===== config.mk =====
export PLATFORM = sky130hd
export DESIGN_NAME = cache_request_credit_scheduler
export DESIGN_NICKNAME = d
export VERILOG_FILES = /design/src/rtl/cache_request_credit_scheduler_pkg.sv /design/src/rtl/cache_request_credit_scheduler_rr_select.sv /design/src/rtl/cache_request_credit_scheduler.sv
export SDC_FILE = /design/constraint.sdc
export NUM_CORES = 1
export LEC_CHECK = 0
export ABC_AREA = 1
export ABC_CLOCK_PERIOD_IN_PS = 3150
export BUFFER_PORTS_ARGS = -buffer_cell sky130_fd_sc_hd__buf_2
export CAP_MARGIN = 25
export CORE_ASPECT_RATIO = 1.1
export CORE_UTILIZATION = 54
export DETAILED_ROUTE_END_ITERATION = 7
export GPL_ROUTABILITY_DRIVEN = 0
export PLACE_DENSITY_LB_ADDON = 0.12
export SYNTH_ARGS = -nofsm -noshare
export SYNTH_HDL_FRONTEND = slang
export SYNTH_SLANG_ARGS = --single-unit

===== constraint.sdc =====
create_clock -name ap_clk -period 3.15 [get_ports ap_clk]
set_input_delay 0.1575 -clock ap_clk [delete_from_list [all_inputs] [get_ports ap_clk]]
set_output_delay 0.1575 -clock ap_clk [all_outputs]
set_load 0.01 [all_outputs]

===== src/rtl/cache_request_credit_scheduler_pkg.sv =====
// Shared types and constants for the credit-based cache request scheduler.
// The FIFO credit count must stay equal to the request generator's FIFO_WRITE_DEPTH.
package cache_request_credit_scheduler_pkg;

    localparam int CACHE_REQUEST_FIFO_CREDITS = 16;
    localparam int CACHE_NUM_MEMORY_REQUESTOR = 2;

    typedef enum logic [1:0] {
        S_SETUP,
        S_ARB,
        S_DRAIN,
        S_DRAINED
    } cache_sched_state_t;

    // Pointer width that stays legal for a single requestor.
    function automatic int rr_ptr_width(input int n);
        return (n > 1) ? $clog2(n) : 1;
    endfunction

endpackage


===== src/rtl/cache_request_credit_scheduler_rr_select.sv =====
// Combinational round-robin pick: first asserted request at or after rr_ptr wins.
// Produces a one-hot select plus an any-request flag.
module round_robin_priority_select
    import cache_request_credit_scheduler_pkg::*;
#(
    parameter int N = CACHE_NUM_MEMORY_REQUESTOR,
    localparam int PTR_W = rr_ptr_width(N)
) (
    input  logic [N-1:0]     req,
    input  logic [PTR_W-1:0] rr_ptr,
    output logic [N-1:0]     sel,
    output logic             any
);

    logic [PTR_W-1:0] idx;
    logic             found;

    // NOTE: every signal written here gets a default first, otherwise a latch is inferred.
    always_comb begin
        sel   = '0;
        found = 1'b0;
        idx   = rr_ptr;
        for (int off = 0; off < N; off++) begin
            if (!found && req[idx]) begin
                sel[idx] = 1'b1;
                found    = 1'b1;
            end
            idx = (idx == PTR_W'(N - 1)) ? '0 : idx + 1'b1;
        end
    end

    assign any = |req;

endmodule


===== src/rtl/cache_request_credit_scheduler.sv =====
// Credit-based round-robin scheduler in front of the cache request generator.
// Grants only while the generator FIFO has guaranteed space; supports drain/quiesce.
module cache_request_credit_scheduler
    import cache_request_credit_scheduler_pkg::*;
#(
    parameter int NUM_MEMORY_REQUESTOR = CACHE_NUM_MEMORY_REQUESTOR,
    parameter int NUM_CREDITS          = CACHE_REQUEST_FIFO_CREDITS,
    localparam int CREDIT_W            = $clog2(NUM_CREDITS + 1)
) (
    input  logic                            ap_clk,
    input  logic                            areset,
    input  logic [NUM_MEMORY_REQUESTOR-1:0] arbiter_request_in,
    input  logic                            fifo_setup_signal_in,
    input  logic                            credit_return_in,
    input  logic                            drain_in,
    output logic [NUM_MEMORY_REQUESTOR-1:0] arbiter_grant_out,
    output logic [CREDIT_W-1:0]             credits_out,
    output logic                            drained_out,
    output logic                            credit_overflow_out
);

    localparam int N     = NUM_MEMORY_REQUESTOR;
    localparam int PTR_W = rr_ptr_width(N);
    localparam logic [CREDIT_W-1:0] CREDITS_FULL = CREDIT_W'(NUM_CREDITS);

    cache_sched_state_t  state;
    logic [CREDIT_W-1:0] credits;
    logic [PTR_W-1:0]    rr_ptr;
    logic [PTR_W-1:0]    grant_idx;
    logic [PTR_W-1:0]    rr_ptr_next;
    logic [N-1:0]        sel;
    logic                any_req;
    logic [CREDIT_W:0]   credits_eff;
    logic                grant_now;

    round_robin_priority_select #(
        .N(N)
    ) u_rr_select (
        .req    (arbiter_request_in),
        .rr_ptr (rr_ptr),
        .sel    (sel),
        .any    (any_req)
    );

    // A return arriving this cycle frees a slot early enough to fund a grant at zero credits.
    assign credits_eff = {1'b0, credits} + {{CREDIT_W{1'b0}}, credit_return_in};

    assign grant_now = (state == S_ARB) && any_req && (credits_eff != '0)
                       && !drain_in && !fifo_setup_signal_in;

    always_comb begin
        grant_idx = '0;
        for (int i = 0; i < N; i++) begin
            if (sel[i]) grant_idx = PTR_W'(i);
        end
        rr_ptr_next = (grant_idx == PTR_W'(N - 1)) ? '0 : grant_idx + 1'b1;
    end

    // NOTE: reset is asynchronous on assertion; the registers below are the only state, no memories.
    always_ff @(posedge ap_clk or posedge areset) begin
        if (areset) begin
            state               <= S_SETUP;
            credits             <= CREDITS_FULL;
            rr_ptr              <= '0;
            arbiter_grant_out   <= '0;
            drained_out         <= 1'b0;
            credit_overflow_out <= 1'b0;
        end else begin
            // NOTE: sequential state uses non-blocking assignments so every register sees pre-edge values.
            arbiter_grant_out <= grant_now ? sel : '0;
            if (grant_now) rr_ptr <= rr_ptr_next;

            if (fifo_setup_signal_in) begin
                // FIFO is being reset: everything in flight is gone.
                state       <= S_SETUP;
                credits     <= CREDITS_FULL;
                drained_out <= 1'b0;
            end else begin
                case (state)
                    S_SETUP: state <= S_ARB;
                    S_ARB: begin
                        if (drain_in) state <= S_DRAIN;
                    end
                    S_DRAIN: begin
                        if (credits == CREDITS_FULL) begin
                            state       <= S_DRAINED;
                            drained_out <= 1'b1;
                        end
                    end
                    S_DRAINED: begin
                        if (!drain_in) begin
                            state       <= S_ARB;
                            drained_out <= 1'b0;
                        end
                    end
                    default: state <= S_SETUP;
                endcase

                case ({grant_now, credit_return_in})
                    2'b10: credits <= credits - 1'b1;
                    2'b01: begin
                        if (credits == CREDITS_FULL) credit_overflow_out <= 1'b1;
                        else                         credits <= credits + 1'b1;
                    end
                    default: ;
                endcase
            end
        end
    end

    assign credits_out = credits;

endmodule


* Yosys cells after proc, flatten, opt, wreduce, memory -nomap -nowiden
Cells that the tools add are included.
Cells by class: add/sub/neg operators 5, order comparisons 4, equal/unequal tests 10, multiplexer cells 27, bitwise logic cells 2, reduce and logical (&&, ||, !) cells 19
Operators with widths (number):
- 2-bit two-way mux | 7
- 1-bit two-way mux | 13
- 3-bit inequality test, second input constant | 4
- 5-bit two-way mux | 2
- 5-bit one-hot mux with 2 select lines | 1
- 3-bit AND reduction | 3
- 2-bit one-hot mux with 4 select lines | 1
- 1-bit logical AND | 7
- 5-bit by 1-bit adder with 6-bit output | 1
- 2-bit == test, second input constant | 3
- 3-bit nonzero test | 2
- 6-bit nonzero test | 1
- 5-bit by 1-bit adder with 5-bit output, second input constant | 1
- 5-bit == test, second input constant | 1
- 5-bit by 1-bit subtractor with 5-bit output, second input constant | 1
- 2-bit by 1-bit == test with 1-bit output, second input constant | 2
- 1-bit by 2-bit less-than comparator with 1-bit output, second input constant | 2
- 1-bit zero test | 3
- 1-bit adder, second input constant | 2
- 1-bit demux with 1-bit select | 2
- 1-bit greater-or-equal comparator, second input constant | 2
- 2-bit zero test | 1
- 2-bit bitwise OR | 1
- 1-bit one-hot mux with 2 select lines | 1
- other kinds (3) | 3
Storage, ports and cells: register bits 12, input bits 7, output and inout bits 9, logic and storage cells 73

* Depth between registers and ports, before layout
Gate-level depths: netlist of the first run.
word-level depth 11, gate-level depth with buffers 18, depth with buffers taken out 18

* Cells and area by module
A second synthesis of the first run with hierarchy kept.
Second synthesis, totals: cells, all modules 111, area, all modules 895.9 um^2
Modules (own cells, without submodules):
- cache_request_credit_scheduler | times used 1, cells each 105, area an instance 870.8 um^2, seq. area each 301.5 um^2
- round_robin_priority_select | times used 1, cells each 6, area an instance 25.0 um^2, seq. area each 0.0 um^2

* Worst setup path after synthesis of the first run
Ideal clock, no wire load.
path type register to register, start point register credits[0] (netlist: credits_out[0]), end point register credits[4] (netlist: credits_out[4]), library setup time 76 ps, arrival 2328 ps, required time 3074 ps, setup slack 746 ps, stages on the path, launching flop included 18, path buffers 0, clock period less this slack 2404 ps, cells stage by stage dfrtp_1 -> ha_1 -> ha_1 -> nor2_1 -> nand2_1 -> nor2_2 -> nand2_2 -> nand2_4 -> nand2_2 -> ha_1 -> a21oi_1 -> nand3b_1 -> nand2_1 -> inv_1 -> nand3_1 -> nand3_1 -> nand2_1 -> nand2_1
Between the ends: cells in the longest elaborated chain, start to end 8, elaborated cells on any way between the ends 16, classes of those cells add/sub: 3; eq/ne: 4; mux: 3; reduce/logical: 6
RTL lines:
- from (decl) | line cache_request_credit_scheduler.sv:27 | logic [CREDIT_W-1:0] credits;
- from (signal assigned) | line cache_request_credit_scheduler.sv:100 | 2'b10: credits <= credits - 1'b1;
- from (signal assigned) | line cache_request_credit_scheduler.sv:103 | else credits <= credits + 1'b1;
- 5-bit by 1-bit adder with 6-bit output | line cache_request_credit_scheduler.sv:46 | assign credits_eff = {1'b0, credits} + {{CREDIT_W{1'b0}}, credit_return_in};
- 6-bit nonzero test | line cache_request_credit_scheduler.sv:48 | assign grant_now = (state == S_ARB) && any_req && (credits_eff != '0)
- 1-bit logical AND | line cache_request_credit_scheduler.sv:48
- 1-bit logical AND (2 in series) | line cache_request_credit_scheduler.sv:49 | && !drain_in && !fifo_setup_signal_in;
- 2-bit by 1-bit == test with 1-bit output or 2-bit == test (tied branches) | line cache_request_credit_scheduler.sv:99 | case ({grant_now, credit_return_in})
- 5-bit one-hot mux with 2 select lines (tied with other cells) | line cache_request_credit_scheduler.sv:99
- 5-bit two-way mux or 2-bit AND reduction (tied branches)
Several ways; a longest one is shown, not always the timed one. The select of a mux whose other input is x is not followed. A chain may end at the register's enable or synchronous reset.

* Worst setup path after layout of the first run
Ends and elaborated chain as after synthesis.

==> out/metrics.cfg, run 1 <==
[clocking]
ctsHoldBuffers=1
clock_sinks=12
cts_resized=0
clk_pin_slew_ns=0.08
cts-root-buf=clkbuf_4
clock_path_buffers=2
htree_levels=1
cts_tree=yes
clkLatencyLatePin_ns=0.28
cts_setup_buffers=0
cts_buffers=3

[global_route]
grt-busiest-layer=met2
use_met3_pct=7.39
grt.overflow.total=0
grt_pass1_wl_um=2900
grt_use_met2_pct=34.7
grt_usage_pct=23.6
use_met1_pct=32.4
antenna_found_initial=0
grt_pass1_vias=689
grt_max_degree=13

[critical_path]
cp-end-kind=flip-flop
timing.critical_path.mode_cell=nand2_1
cp_max_fo=7
crit_slowest_cell=dfrtp_1
required_ns=3.38
worstSetupPathType=flip-flop to flip-flop
cp.arrival_ns=2.81
cp-start-kind=flip-flop
max_stage_delay_ns=0.46
path_cells=ha_1 -> ha_1 -> nor2_1 -> nand2_1 -> nor2_2 -> nand2_2 -> nand2_4 -> nand2_2 -> fa_1 -> nand3_1 -> nand2_1 -> nand2_1 -> nand2_1 -> inv_1 -> nand3_1 -> nand3_1 -> nand2_1 -> nand2_1

[drt]
wire_per_inst_um=11.8
drt_wl_total_um=1720
viasPerCell=5.30
drc=0
drt_first_pass_iters=4
drt_iter0_drc=16
ant_nets=0
via_count=774

[synth]
synth_top_area_share_pct=29.9
synth_cell_types=25
synthTopCellsByCount=nand2_1, nor2_1, inv_1
synth_ff_type=dfrtp_1
synth_seq_area_share_pct=32.8
avgSynthCellArea_um2=8.36
syn-num-nets=128
synth.cell_area_um2=920
ys_warn_count=0
async_reset_ff_share_pct=100
synth_edf_count=0
yosys.area.top_type=dfrtp_1
synth.most_common_cell=nand2_1
synth_cells=110
synthTopCellsByArea=dfrtp_1, ha_1, nand2_1
synth_seq_cells=12

[sta]
hold_viol=0
slew_headroom_pct=68.6
clock_skew_ns=0.00110
tightest_slew_ns=0.471
final-setup-viol-count=0
fin_crit_sh_pct=82.0
rsz0062_at_grt=false
fmax_mhz=387
slew_violations=0
fin_tns_setup_ns=0
period_minus_slack_ns=2.58

[final_layout]
area_delta_synth_final_pct=14.3
final_core_util_pct=66.7
nNetsFinal=148
diodes=0
design_area_um2=1050
final_layout_size_suffix_gt1_share_pct=30.2

[die]
fp.dieW_um=41.3
dieHeight_um=45.3
die_area_um2=1870
design.core.area_um2=1580
start_util_pct=58.3
placementRows=15
ioPinCount=16

[power]
internal-power_mw=0.442
p_per_area_nw_per_um2=762
pwr-share-comb_pct=49.8
ir_drop_v=0.000410
swShare_pct=44.9
seq_power_share_pct=34.3
leakage_nw=0.558
p_clk_share_pct=16.0
netSwitchingPower_mw=0.359

[status]
status=finished clean

[place]
dpl_cell_area_um2=1000
io_buffers=15
hpwl_um=1290

[hold_path]
hold_class=input port to flip-flop

[run]
maxCapViolations=0

## cell usage in the layout (no fill, tap or decap)
cell           instances
nand2_1               19
buf_2                 15
nor2_1                13
inv_1                 12
dfrtp_1               11
ha_1                  10
nand3_1                9
nand2_2                8
a21oi_1                5
o21ai_0                4
clkbuf_4               3
nor2_4                 2
o21ai_2                2
nor3b_1                2
nand4_1                1
a21oi_2                1
nor2_2                 1
nand3_2                1
inv_4                  1
nand2_4                1
nand3_4                1
nand2_8                1
nand3b_1               1
o31ai_1                1
fa_1                   1
clkbuf_8               1
dfstp_2                1
dlygate4sd3_1          1
## power by group through the flow
stage          sequential, mW  combinational [mW]  clock [mW]
2_1_floorplan           0.278               0.294           0
3_3_place_gp            0.275               0.388           0
3_5_place_dp            0.277               0.396           0
4_1_cts                 0.275               0.400       0.131
5_1_grt                 0.287               0.457       0.140
6_report                0.274               0.399       0.128
## flip-flops by register name, indices dropped and copies added, names as in the netlist
| name | flops |
|---|---|
| credits_out | 5 |
| arbiter_grant_out | 2 |
| rr_ptr | 1 |
| credit_overflow_out | 1 |
| state | 2 |
| drained_out | 1 |
## metal layers
metal  share of wire (%)  wire [µm]
met2                  47        802
met1                  48        821
met5                   0          0
met4                 1.9         33
met3                 3.4         59
## critical path: cells and delay by family (launching register included)
kind	cells	cell delay, ns
adder cells (fa/ha/maj)	3	0.93
flip-flops	1	0.46
buffers and inverters	1	0.05
AND/OR/NAND/NOR	14	1.07
## cells by family (layout without fill, tap and decap cells)
group / after synthesis / after routing / share of synthesized area (%)
compound gates: 13 / 13 / 8.57
fa+ha+maj: 11 / 11 / 15.8
buf+inv: 14 / 33 / 6.80
flops: 12 / 12 / 32.8
simple gates: 60 / 60 / 36.1
## through the flow
stage	hold slack, ns	worst slack [ns]	instances	power (mW)
after floorplan	0.0215	0.746	110	0.571
after global placement	0.191	0.624	141	0.663
after detailed placement	0.193	0.603	141	0.673
final	0.0672	0.568	146	0.801
after global routing	0.0522	0.272	146	0.884
after CTS	0.0641	0.554	146	0.805
## area by class of cell
type,instances,area (µm²)
repair buffers,16,85.1
multi-input cells,84,556
flip-flops and latches,12,302
fillers,149,526
well taps,17,21.3
inverters,13,51.3
clock buffers,4,36.3
## path summary, 6_finish.rpt
kind	startpoint	endpoint	slack [ns]	cells past startpoint
worst min-delay path	arbiter_request_in[1]	arbiter_grant_out[0]	0.07	2
max in group asynchronous	areset	credits_out[4]	2.38	3
worst min register to register	credit_overflow_out	credit_overflow_out	0.47	2
worst max-delay path	credits_out[0]	credits_out[4]	0.57	18
worst max register to register	credits_out[0]	credits_out[4]	0.57	18
min in group asynchronous	areset	credit_overflow_out	0.43	3
(Power assumes the default switching activity.)
==> run 2: changes to the inputs <==
--- a/config.mk
+++ b/config.mk
@@ -5,12 +5,12 @@
 export SDC_FILE = /design/constraint.sdc
 export NUM_CORES = 1
 export LEC_CHECK = 0
-export ABC_AREA = 1
-export ABC_CLOCK_PERIOD_IN_PS = 3150
+export ABC_AREA = 0
+export ABC_CLOCK_PERIOD_IN_PS = 2300
 export BUFFER_PORTS_ARGS = -buffer_cell sky130_fd_sc_hd__buf_2
 export CAP_MARGIN = 25
 export CORE_ASPECT_RATIO = 1.1
-export CORE_UTILIZATION = 54
+export CORE_UTILIZATION = 48
 export DETAILED_ROUTE_END_ITERATION = 7
 export GPL_ROUTABILITY_DRIVEN = 0
 export PLACE_DENSITY_LB_ADDON = 0.12
==> constraint.sdc (replaced) <==
create_clock -name ap_clk -period 2.3 [get_ports ap_clk]
set_input_delay 0.115 -clock ap_clk [delete_from_list [all_inputs] [get_ports ap_clk]]
set_output_delay 0.115 -clock ap_clk [all_outputs]
set_load 0.01 [all_outputs]
==> run 2 against run 1 <==
The run now ends with setup timing left. Clock skew rose by 0.0069 ns. Power rose by 59%. Sequential cell count stayed put. Utilization grew 6.9 points. Sequential share of layout area is 3.5 points lower. Largest cell class unchanged.
==> out/metrics.cfg, run 2 <==
[clocking]
clock_path_buffers=2  ; unchanged
cts-root-buf=clkbuf_4  ; unchanged
clock_sinks=12  ; unchanged
htree_levels=1  ; unchanged
clk_pin_slew_ns=0.08  ; about the same
cts_tree=yes  ; unchanged
cts_buffers=3  ; unchanged
clkLatencyLatePin_ns=0.27  ; was 0.28 ns

[run]
maxCapViolations=0  ; unchanged

[final_layout]
fill_cells=132  ; was 149
most-common-layout-cells=buf_4, buf_2, dfrtp_1  ; was nand2_1, buf_2, nor2_1
fin_cells=144  ; was 146
nNetsFinal=146  ; was 148
final_common_cell=buf_4  ; was nand2_1
final_core_util_pct=73.6  ; was 66.7%
final_layout_size_suffix_gt1_share_pct=43.3  ; was 30.2%
diodes=0  ; unchanged
design_area_um2=1200  ; was 1050 µm²
area_delta_synth_final_pct=39.3  ; was 14.3%
largest_reg_flops=5  ; unchanged

[sta]
layout_setup_ws_ns=-0.387  ; was 0.568 ns
fin_crit_sh_pct=117  ; was 82.0%
slew_headroom_pct=69.5  ; was 68.6%
hold_viol=0  ; unchanged
slew_violations=0  ; unchanged
rsz0062_at_grt=true  ; was false
final-setup-viol-count=5  ; was 0
fmax_mhz=372  ; was 387 MHz
tightest_slew_ns=0.457  ; was 0.471 ns
clock_skew_ns=0.00804  ; was 0.00110 ns
fin_tns_setup_ns=-1.27  ; was 0 ns
period_minus_slack_ns=2.69  ; was 2.58 ns

[drt]
drt_first_pass_iters=3  ; was 4
drc=0  ; unchanged
drt_iter0_drc=5  ; was 16
ant_nets=0  ; unchanged
wire_per_inst_um=12.5  ; was 11.8 µm
viasPerCell=5.14  ; was 5.30
drt_wl_total_um=1810  ; was 1720 µm
via_count=740  ; was 774

[place]
dpl_cell_area_um2=1110  ; was 1000 µm²
io_buffers=15  ; unchanged
dp.cells=135  ; was 141
hpwl_um=1390  ; was 1290 µm
dp_slack_ns=-0.365  ; was 0.603 ns

[critical_path]
cp_num_cells=11  ; was 18
rrSetupSlack_ns=-0.39  ; was 0.57 ns
cp_max_fo=5  ; was 7
path_buf_inv=0  ; was 1
r2r_cells=11  ; was 18
critPathLaunch=credits_out[0]  ; unchanged
cp-end-kind=flip-flop  ; unchanged
path_delay_family=adder cells  ; was simple AND/OR/NAND/NOR gates
path_cells=ha_4 -> ha_4 -> or4_4 -> o21ai_4 -> nand2_4 -> ha_1 -> a21o_1 -> a21oi_2 -> nor2_1 -> mux2i_1 -> mux2i_1  ; was ha_1 -> ha_1 -> nor2_1 -> nand2_1 -> nor2_2 -> nand2_2 -> nand2_4 -> nand2_2 -> fa_1 -> nand3_1 -> nand2_1 -> nand2_1 -> nand2_1 -> inv_1 -> nand3_1 -> nand3_1 -> nand2_1 -> nand2_1
r2r_start=credits_out[0]  ; unchanged
r2r-end=credits_out[4]  ; unchanged
worstSetupEndpoint=credits_out[4]  ; unchanged
cp.arrival_ns=2.88  ; was 2.81 ns
crit_slowest_cell=or4_4  ; was dfrtp_1
cp-start-kind=flip-flop  ; unchanged
required_ns=2.49  ; was 3.38 ns
max_stage_delay_ns=0.44  ; was 0.46 ns
worstSetupPathType=flip-flop to flip-flop  ; unchanged

[synth]
synth_ff_type=dfrtp_1  ; unchanged
synth_top_family_by_area=simple AND/OR/NAND/NOR gates  ; unchanged
synthTopCellsByArea=dfrtp_1, ha_1, mux2_4  ; was dfrtp_1, ha_1, nand2_1
syn-num-nets=107  ; was 128
synth_cell_types=26  ; was 25
synthSimpleGateAreaFrac_pct=19.3  ; was 36.1%
async_reset_ff_share_pct=100  ; unchanged
synth.cell_area_um2=862  ; was 920 µm²
synth_seq_area_share_pct=35.0  ; was 32.8%
avgSynthCellArea_um2=9.69  ; was 8.36 µm²
synthAdderAreaFrac_pct=16.8  ; was 15.8%
ys_warn_count=0  ; unchanged
synth-compound-area-share_pct=13.4  ; was 8.57%
synth.most_common_cell=dfrtp_1  ; was nand2_1
synth_edf_count=0  ; unchanged
synthTopCellsByCount=dfrtp_1, ha_1, nor2_1  ; was nand2_1, nor2_1, inv_1
synth_mux_area_share_pct=10.4  ; was 0%
synth-xor-area-share_pct=2.03  ; was 0%
synth_cells=89  ; was 110
synth_seq_cells=12  ; unchanged
yosys.area.top_type=dfrtp_1  ; unchanged
synth_top_area_share_pct=31.9  ; was 29.9%

[die]
fp.dieW_um=42.4  ; was 41.3 µm
placementRows=15  ; unchanged
start_util_pct=52.8  ; was 58.3%
dieHeight_um=46.4  ; was 45.3 µm
design.core.area_um2=1630  ; was 1580 µm²
die_area_um2=1970  ; was 1870 µm²
ioPinCount=16  ; unchanged

[global_route]
grt_usage_pct=20.2  ; was 23.6%
grt_pass1_wl_um=2900  ; unchanged
grt_pass1_vias=703  ; was 689
grt_max_degree=15  ; was 13
grt.overflow.total=0  ; unchanged
antenna_found_initial=0  ; unchanged

[hold_path]
hold_class=input port to flip-flop  ; unchanged

[status]
status=finished with violations  ; was finished clean
failed_checks=setup timing

[power]
leakage_nw=0.634  ; was 0.558 nW
p_per_area_nw_per_um2=1060  ; was 762 nW/µm²
ir_drop_v=0.000653  ; was 0.000410 V

## run 2: report_power, final
| part | internal (mW) | total, mW | switching (mW) |
|---|---|---|---|
| clock network | 0.0670 | 0.136 | 0.0690 |
| logic | 0.429 | 0.824 | 0.396 |
| registers | 0.277 | 0.315 | 0.0378 |
## run 2: layout make-up
| type | instances | area (µm²) | share of cell area [%] |
|---|---|---|---|
| multi-input cells | 70 | 601 | 50.0 |
| flip-flops and latches | 12 | 303 | 25.2 |
| repair buffers | 35 | 228 | 19.0 |
| clock buffers | 4 | 26.3 | 2.19 |
| inverters | 6 | 22.5 | 1.88 |
| well taps | 17 | 21.3 | 1.77 |
## run 2: logic make-up after synthesis
logic type,count (synthesis)
and+or+nand+nor,33
adders and majority gates,11
muxes,7
DFF,12
xor gates and xnor gates,2
buffers and inverters,7
AOI/OAI and AO/OA,17
## run 2: how the worst min path moves through the flow
| stage | from | slack, ns | to | depth (start not counted) |
|---|---|---|---|---|
| after floorplan | areset | -0.02 | arbiter_grant_out[0] | 1 |
| after global placement | areset | 0.14 | credit_overflow_out | 2 |
| after detailed placement | areset | 0.14 | credit_overflow_out | 2 |
| after CTS | arbiter_request_in[0] | 0.06 | arbiter_grant_out[1] | 2 |
| after global routing | arbiter_request_in[0] | 0.07 | arbiter_grant_out[1] | 2 |
| final | arbiter_request_in[0] | 0.06 | arbiter_grant_out[1] | 2 |
## run 2: through the flow
stage          total power, mW  hold slack [ns]
2_1_floorplan            0.819          -0.0211
3_3_place_gp              1.07            0.145
3_5_place_dp              1.09            0.144
4_1_cts                   1.25           0.0578
5_1_grt                   1.38           0.0687
6_report                  1.28           0.0648
## run 2: routing by layer
metal | wire (µm) | GRT usage, %
met1 | 799 | 23.4
met5 | 0 | 0
met3 | 36 | 2.35
met4 | 27 | 11.9
met2 | 942 | 36.3
## run 2: repair_timing
item,CTS,global route
pin swaps,3,6
endpoints found under the hold margin,11,0
gates resized for setup,1,1
endpoints found under the setup margin,4,5
hold buffers,1,0
setup buffers,1,3
